<file path="config.mk">
export PLATFORM = sky130hd
export DESIGN_NAME = logic_74hc193_sync_flat
export DESIGN_NICKNAME = d
export VERILOG_FILES = /design/src/rtl/logic_74hc_pkg.sv /design/src/rtl/logic_74hc193_sync_if.sv /design/src/rtl/logic_sync_edge.sv /design/src/rtl/logic_74hc193_sync.sv /design/src/flat_wrapper.sv
export SDC_FILE = /design/constraint.sdc
export NUM_CORES = 1
export LEC_CHECK = 0
export BUFFER_PORTS_ARGS = -buffer_cell sky130_fd_sc_hd__buf_2
export CORE_AREA = 2 2 39 41
export DETAILED_ROUTE_END_ITERATION = 6
export DIE_AREA = 0 0 41 43
export PLACE_DENSITY = 0.56
export RECOVER_POWER = 50
export SKIP_LAST_GASP = 1
export SYNTH_ARGS = -nofsm -noshare
export SYNTH_HDL_FRONTEND = slang
export SYNTH_SLANG_ARGS = --single-unit
</file>
<file path="constraint.sdc">
create_clock -name CP -period 5.24 [get_ports CP]
set_input_delay 0.262 -clock CP [delete_from_list [all_inputs] [get_ports CP]]
set_output_delay 0.262 -clock CP [all_outputs]
set_load 0.1 [all_outputs]
</file>
<file path="src/rtl/logic_74hc_pkg.sv">
// Shared constants and types for the 74HC193 counter emulation.
// LOGIC_74HC193_SYNC_STAGES is the synchronizer depth used when LOGIC_74HC193_INPUT_SYNC_EN is set.
package logic_74hc_pkg;

  localparam int unsigned LOGIC_74HC193_SYNC_STAGES = 2;

  typedef enum logic [1:0] {
    CntHold,
    CntUp,
    CntDown,
    CntLoad
  } cntAction_t;

  // All-ones value of a counter of the given width.
  function automatic int unsigned maxCount(int unsigned width);
    return (32'd1 << width) - 32'd1;
  endfunction

endpackage

</file>
<file path="src/rtl/logic_74hc193_sync_if.sv">
// Counter data/strobe bundle: load, strobes and data in, count and terminal-count flags out.
interface logic_74hc193_sync_if #(
  parameter int unsigned WIDTH = 4
);
  logic             nPL;
  logic             CPU;
  logic             CPD;
  logic [WIDTH-1:0] D;
  logic [WIDTH-1:0] Q;
  logic             nTCU;
  logic             nTCD;

  modport master (output nPL, CPU, CPD, D, input Q, nTCU, nTCD);
  modport slave  (input nPL, CPU, CPD, D, output Q, nTCU, nTCD);
endinterface

</file>
<file path="src/rtl/logic_sync_edge.sv">
// Per-strobe optional synchronizer (LOGIC_74HC193_INPUT_SYNC_EN) plus rising-edge detector.
module logic_sync_edge
  import logic_74hc_pkg::*;
(
  input  logic CP,
  input  logic nMR,
  input  logic din,
  output logic sampled,
  output logic rise
);

`ifdef LOGIC_74HC193_INPUT_SYNC_EN
  logic [LOGIC_74HC193_SYNC_STAGES-1:0] syncQ;

  always_ff @(posedge CP) begin
    if (!nMR) begin
      syncQ <= '1;
    end else begin
      syncQ <= {syncQ[LOGIC_74HC193_SYNC_STAGES-2:0], din};
    end
  end

  assign sampled = syncQ[LOGIC_74HC193_SYNC_STAGES-1];
`else
  assign sampled = din;
`endif

  logic prevQ;

  // Idle-high history so a strobe already high at reset release does not count.
  always_ff @(posedge CP) begin
    if (!nMR) begin
      prevQ <= 1'b1;
    end else begin
      prevQ <= sampled;
    end
  end

  assign rise = sampled & ~prevQ;

endmodule

</file>
<file path="src/rtl/logic_74hc193_sync.sv">
// Synchronous 74HC193 up/down counter with parallel load and cascadable terminal counts.
// Define LOGIC_74HC193_INPUT_SYNC_EN to synchronize CPU, CPD and nPL for asynchronous sources.
module logic_74hc193_sync
  import logic_74hc_pkg::*;
#(
  parameter int unsigned WIDTH = 4
) (
  input logic                CP,
  input logic                nMR,
  logic_74hc193_sync_if.slave bus
);

  localparam logic [WIDTH-1:0] MaxQ = WIDTH'(maxCount(WIDTH));

  logic cpuS, cpdS, upEvt, dnEvt, nplS;

  logic_sync_edge uCpuEdge (
    .CP     (CP),
    .nMR    (nMR),
    .din    (bus.CPU),
    .sampled(cpuS),
    .rise   (upEvt)
  );

  logic_sync_edge uCpdEdge (
    .CP     (CP),
    .nMR    (nMR),
    .din    (bus.CPD),
    .sampled(cpdS),
    .rise   (dnEvt)
  );

`ifdef LOGIC_74HC193_INPUT_SYNC_EN
  logic [LOGIC_74HC193_SYNC_STAGES-1:0] nplSyncQ;

  always_ff @(posedge CP) begin
    if (!nMR) begin
      nplSyncQ <= '1;
    end else begin
      nplSyncQ <= {nplSyncQ[LOGIC_74HC193_SYNC_STAGES-2:0], bus.nPL};
    end
  end

  assign nplS = nplSyncQ[LOGIC_74HC193_SYNC_STAGES-1];
`else
  assign nplS = bus.nPL;
`endif

  cntAction_t       action;
  logic [WIDTH-1:0] cntQ, cntD;

  // Load wins over counting; coincident up and down edges cancel.
  always_comb begin
    action = CntHold;
    if (!nplS) begin
      action = CntLoad;
    end else if (upEvt && !dnEvt) begin
      action = CntUp;
    end else if (dnEvt && !upEvt) begin
      action = CntDown;
    end
  end

  always_comb begin
    cntD = cntQ;
    unique case (action)
      CntLoad: cntD = bus.D;
      CntUp:   cntD = cntQ + 1'b1;
      CntDown: cntD = cntQ - 1'b1;
      default: cntD = cntQ;
    endcase
  end

  always_ff @(posedge CP) begin
    if (!nMR) begin
      cntQ <= '0;
    end else begin
      cntQ <= cntD;
    end
  end

  assign bus.Q    = cntQ;
  assign bus.nTCU = ~((cntQ == MaxQ) & ~cpuS);
  assign bus.nTCD = ~((cntQ == '0) & ~cpdS);

endmodule

</file>
<file path="src/flat_wrapper.sv">
// flat-port wrapper written by rule: the top's interface ports become plain ports
module logic_74hc193_sync_flat import logic_74hc_pkg::*;
#(
  parameter int unsigned WIDTH = 4
)
  (CP, nMR, bus_nPL, bus_CPU, bus_CPD, bus_D, bus_Q, bus_nTCU, bus_nTCD);
  logic_74hc193_sync_if #(.WIDTH(WIDTH)) bus_i ();
  input logic CP;
  input logic nMR;
  input wire logic [$bits(bus_i.nPL)-1:0] bus_nPL;
  input wire logic [$bits(bus_i.CPU)-1:0] bus_CPU;
  input wire logic [$bits(bus_i.CPD)-1:0] bus_CPD;
  input wire logic [$bits(bus_i.D)-1:0] bus_D;
  output wire logic [$bits(bus_i.Q)-1:0] bus_Q;
  output wire logic [$bits(bus_i.nTCU)-1:0] bus_nTCU;
  output wire logic [$bits(bus_i.nTCD)-1:0] bus_nTCD;
  assign bus_i.nPL = bus_nPL;
  assign bus_i.CPU = bus_CPU;
  assign bus_i.CPD = bus_CPD;
  assign bus_i.D = bus_D;
  assign bus_Q = bus_i.Q;
  assign bus_nTCU = bus_i.nTCU;
  assign bus_nTCD = bus_i.nTCD;
  logic_74hc193_sync #(.WIDTH(WIDTH)) u_core (.CP(CP), .nMR(nMR), .bus(bus_i));
endmodule
</file>
==> After elaboration in Yosys (flattened, before gate mapping) <==
Index checks and enable logic that the tools add are counted.
{ "totals": {"reg_bits": 6, "out_inout_bits": 6, "elab_cells": 29, "in_bits": 9} }
{ "op_classes": {"bitwise": 10, "n_eq_ne": 4, "add_sub_neg": 2, "n_mux": 4, "reduce_logical": 6} }
{ "op_table": {"columns": ["cell", "count"], "rows": [
  ["case mux 4 bit (3 select lines)", 1],
  ["two-way mux 2 bit", 3],
  ["NOT 1 bit", 6],
  ["adder 4 x 1 -> 4 bit (second input constant)", 1],
  ["bitwise AND 1 bit", 4],
  ["equality test 2 bit (second input constant)", 2],
  ["equality test 4 bit (second input constant)", 1],
  ["logical NOT 4 bit", 1],
  ["subtractor 4 x 1 -> 4 bit (second input constant)", 1],
  ["nonzero test 3 bit", 1],
  ["equality test 2 x 1 -> 1 bit (second input constant)", 1],
  ["logical AND 1 bit", 2],
  ["logical NOT 1 bit", 2]
]} }

==> Depth between registers and ports, before layout <==
{ "depth": {"ltp_word": 9, "ltp_mapped": 9, "ltp_nobuf": 9} }

==> Modules after synthesis <==
Synthesis repeated with hierarchy kept, for this count alone.
{ "hier_totals": {"cells_unflattened": 56, "hier_area_um2": 481.7} }
{ "by_module_without_submodules": {"columns": ["mod", "instances", "seq_area_each_um2", "area_each_um2", "cells_per_inst"], "rows": [
  ["logic_74hc193_sync", 1, 80.1, 386.6, 48],
  ["logic_sync_edge", 2, 20.0, 47.5, 4]
]} }

==> Least setup slack after synthesis <==
OpenSTA, ideal clock, no wires.
{ "synth_timing": {"path_type": "reg-to-output", "start": "register u_core.cntQ[1], in the netlist u_core.bus.Q[1]", "end": "output port bus_nTCU", "path_stages_with_launch": 4, "setup_slack_ps": 2905, "required_ps": 4978, "arrival_time_ps": 2073, "path_buffers": 1, "cell_sequence": "dfxtp_1 buf_2 nand2_1 or3_1"} }
{ "synth_via": {"elab_chain_cells": 3} }
{ "synth_rtl": {"columns": ["element", "line", "source"], "rows": [
  ["start, declared", "logic_74hc193_sync.sv:50", "logic [WIDTH-1:0] cntQ, cntD;"],
  ["start signal, assigned", "logic_74hc193_sync.sv:78", "cntQ <= cntD;"],
  ["equality test 4 bit", "logic_74hc193_sync.sv:83", "assign bus.nTCU = ~((cntQ == MaxQ) & ~cpuS);"],
  ["bitwise AND 1 bit", "logic_74hc193_sync.sv:83", null],
  ["NOT 1 bit", "logic_74hc193_sync.sv:83", null],
  ["end, declared", "flat_wrapper.sv:15", "output wire logic [$bits(bus_i.nTCU)-1:0] bus_nTCU;"]
]} }
Every way passes these cells.

==> Final worst setup path <==
{ "layout_timing": {"start": "register u_core.uCpdEdge.prevQ", "end": "register u_core.cntQ[2], in the netlist u_core.bus.Q[2]"} }
{ "layout_via": {"elab_chain_cells": 8, "word_cells_on_any_way": 13, "cone_classes": "3 x eq/ne; 4 x mux; 2 x bitwise; 4 x reduce/logical"} }
{ "layout_rtl": {"columns": ["element", "line", "source"], "rows": [
  ["start, declared", "logic_sync_edge.sv:28", "logic prevQ;"],
  ["start signal, assigned", "logic_sync_edge.sv:35", "prevQ <= sampled;"],
  ["NOT 1 bit (*)", "logic_sync_edge.sv:39", "assign rise = sampled & ~prevQ;"],
  ["bitwise AND 1 bit (*)", "logic_sync_edge.sv:39", null],
  ["logical AND 1 bit / logical NOT 1 bit (equally long branches)", "logic_74hc193_sync.sv:59, logic_74hc193_sync.sv:57", null],
  ["two-way mux 2 bit / logical AND 1 bit (equally long branches)", "logic_74hc193_sync.sv:59, logic_74hc193_sync.sv:57", null],
  ["two-way mux 2 bit (*)", "logic_74hc193_sync.sv:57", "end else if (upEvt && !dnEvt) begin"],
  ["two-way mux 2 bit (*)", "logic_74hc193_sync.sv:55", "if (!nplS) begin"],
  ["equality test 2 bit / equality test 2 x 1 -> 1 bit (equally long branches)", "logic_74hc193_sync.sv:66", "unique case (action)"],
  ["case mux 4 bit (3 select lines) / nonzero test 3 bit (equally long branches)", null, null]
]} }
Mark *: on every way between the ends. The rest lies on a longest branch, timed or not.
A chain may end at the register's enable or synchronous reset.

==> results by group <==
Floorplanning
  – Die height: approximately 43 µm
  – Die X: about 41 µm
  – FP Rows: 14
  – Io pins: 15
  – Core area: around 1400 µm²
  – Die area: 1763 µm²
  – Initial core utilization: 32.37%

Yosys
  – Top cell type's share of synthesized area: between 20% and 30%
  – Synth top area cells: dfxtp_1, ha_1, nand2_1, o211a_1, nand2b_1
  – Synth Flop Type: dfxtp_1
  – Ys Warns: 0
  – Flops & latches, synth: 6
  – Async set-reset flop share out of synthesis: 0%
  – Commonest cells in the netlist: nand2_1, dfxtp_1, ha_1
  – Area leader, netlist: dfxtp_1
  – Most numerous cell in the Yosys netlist: nand2_1
  – Cell area after synthesis: ~450 µm²
  – Post-synthesis cell type count: 28
  – Post-synthesis sequential area ratio: between 20% and 30%
  – EDFF count, synth: 0
  – Syn_area_per_cell: between 8 and 9 µm²
  – Post-Synthesis Cells: 53
  – Syn_nets: 66

Detailed routing
  – Final ANT Viol Nets: 0
  – DRC: 0
  – DRT Pass-1 Iters: 4
  – Via count: ~430
  – DRT iter0 DRCs: 4
  – Vias/cell: 5.131
  – Drt wl/cell: approximately 12 µm
  – Total wire length: about 980 µm

Critical path
  – Startpoint Class: flop
  – Flop2flop setup slack: between 3 and 4 ns
  – Reg2reg start: u_core.uCpdEdge.prevQ
  – Nature of the critical path endpoint: flop
  – FF-to-FF path depth: 9
  – Required time of the critical path: 5.39 ns
  – R2R Path End: u_core.bus.Q[2]
  – Worst Setup SP: u_core.uCpdEdge.prevQ
  – WS Path Type: reg -> reg
  – Top fanout value on the critical path: 5
  – Data arrival, critical path: around 2.2 ns
  – Crit path to: u_core.bus.Q[2]

GRT
  – Gr usage total: between 10 and 15%
  – First-pass GRT wire length: approximately 1.6 mm
  – Antenna violations before repair: 0
  – Largest net degree at the start of global routing: 10
  – Vias in the first global route: approximately 400
  – Grt total ovfl: 0

Power and ir drop
  – Power density cells: about 340 nW/µm²
  – Total leakage power: approximately 0.24 nW
  – Peak supply drop: roughly 0.00023 V

CTS
  – CTS root buf: clkbuf_4
  – Post-CTS sizing: 0
  – Reg clk slew, reported paths: approximately 0.04 ns
  – TritonCTS Buffers: 3
  – Skew-Pair Late Insertion Delay: about 0.24 ns
  – Clock sink count: 6
  – Post-CTS Repair Setup Buffers: 0
  – CTS tree: built
  – # hold bufs at CTS: 0
  – Clock Path Buffers: 2
  – H-tree lvl count: 1

Cells and area
  – Sequential cell area: ~120 µm²
  – Non-Filler Instances: between 80 and 90
  – Final Core Density: between 30 and 40%
  – Area growth from synthesis to layout: 21.23%
  – Final Net Count: slightly above 80
  – Antenna cells: 0
  – Fill cells: about 160
  – Share of cells above drive strength 1: approximately 18%
  – Area taken by multi-input logic gates: 310.3 µm²

Place
  – Setup Slack @ Placement: 3.122 ns
  – PortBufs: 14
  – GP Congestion: 0.7236
  – Placed cells: slightly above 80
  – Hpwl dp: between 700 and 800 µm

STA
  – RSZ-0062 raised after global routing: false
  – Minimum clock period: just over 2 ns
  – Hold Violations, Final: 0
  – Final worst setup slack: approximately 3.2 ns
  – WHS: between 0.2 and 0.25 ns
  – # setup viols final: 0
  – Max Clk Rate: slightly below 0.5 GHz
  – Fin crit share: 38.74%
  – Setup_tns: 0 ns
  – Final Max Slew Viols: 0
  – Clock skew: approximately 0.001 ns
  – Worst rel slew slack: about a quarter
  – Slew at the pin closest to its max-slew limit: 1.155 ns

Outcome
  – Status: finished, final reports clean

Min path
  – Worst hold path type: in -> reg

Run
  – # Max-Cap Violations: 0
## logic make-up after synthesis
family,share of synthesized area (%)
DFF,26.82
xor gates and xnor gates,5.867
AOI/OAI and AO/OA,22.35
buffers and inverters,3.911
and+or+nand+nor,27.66
muxes,2.235
adders and majority gates,11.17
## stage by stage
step	instance area (µm²)	power (W)
2_1_floorplan	447.9	0.0001314
3_3_place_gp	528.0	0.0001461
3_5_place_dp	528.0	0.0001468
4_1_cts	550.5	0.0001899
5_1_grt	543.0	0.0002001
6_report	543.0	0.0001855
## state kept, by name, indices dropped and copies added (netlist names)
| signal | count |
|---|---|
| u_core.bus.Q | 4 |
| u_core.uCpdEdge.prevQ | 1 |
| u_core.uCpuEdge.prevQ | 1 |
## cell usage in the layout (no fill, tap or decap), types with 2 or more instances in the layout
master,synthesis,routed
a21oi_1,2,2
buf_2,2,8
clkbuf_1,0,6
clkbuf_4,0,3
dfxtp_1,6,6
ha_1,4,4
inv_1,2,2
nand2_1,7,7
nand2b_1,3,3
nor2_1,2,2
nor2b_1,2,2
nor4b_1,2,2
o211a_1,2,2
o21ai_0,2,2
xor2_1,2,2
## worst max-delay path, cell delays in order (launching register included)
cell,delay (ns)
dfxtp_1,0.28
nand2b_1,0.14
o21ai_0,0.32
ha_1,0.33
xor2_1,0.10
ha_1,0.19
a21oi_1,0.14
xnor2_1,0.13
nor2_1,0.06
o31ai_1,0.23
## where the power goes
group	switching [W]	internal [W]	leakage (nW)	total (W)
combinational	0.0000605	0.0000231	0.177	0.0000836
sequential	0.00000962	0.0000510	0.0500	0.0000607
clock	0.0000154	0.0000258	0.0138	0.0000412
total	0.0000855	0.000100	0.240	0.000185
## per-layer routing
layer | up-vias | wire [µm] | global-route usage [%]
li1 | 223 | - | -
met1 | 194 | 459 | 15.11
met2 | 14 | 444 | 21.56
met3 | 0 | 71 | 9.424
met4 | 0 | 0 | 4.000
met5 | - | 0 | 0
## layout make-up
class | instances | area share (%)
multi-input combinational | 43 | 57.14
sequential | 6 | 22.12
timing repair buffer | 14 | 11.52
clock buffer | 3 | 4.147
tap | 16 | 3.687
inverter | 2 | 1.382
## worst min-delay path by stage
stage,cells past startpoint,from,slack [ns],endpoint
final,2,bus_CPU,0.25,u_core.uCpuEdge.prevQ
after global routing,2,nMR,0.25,u_core.uCpuEdge.prevQ
after CTS,2,bus_CPU,0.22,u_core.uCpuEdge.prevQ
after detailed placement,2,bus_CPU,0.48,u_core.uCpuEdge.prevQ
after global placement,2,bus_CPU,0.47,u_core.uCpuEdge.prevQ
after floorplan,1,nMR,0.34,u_core.uCpdEdge.prevQ
Power figures use the tool's default switching activity.
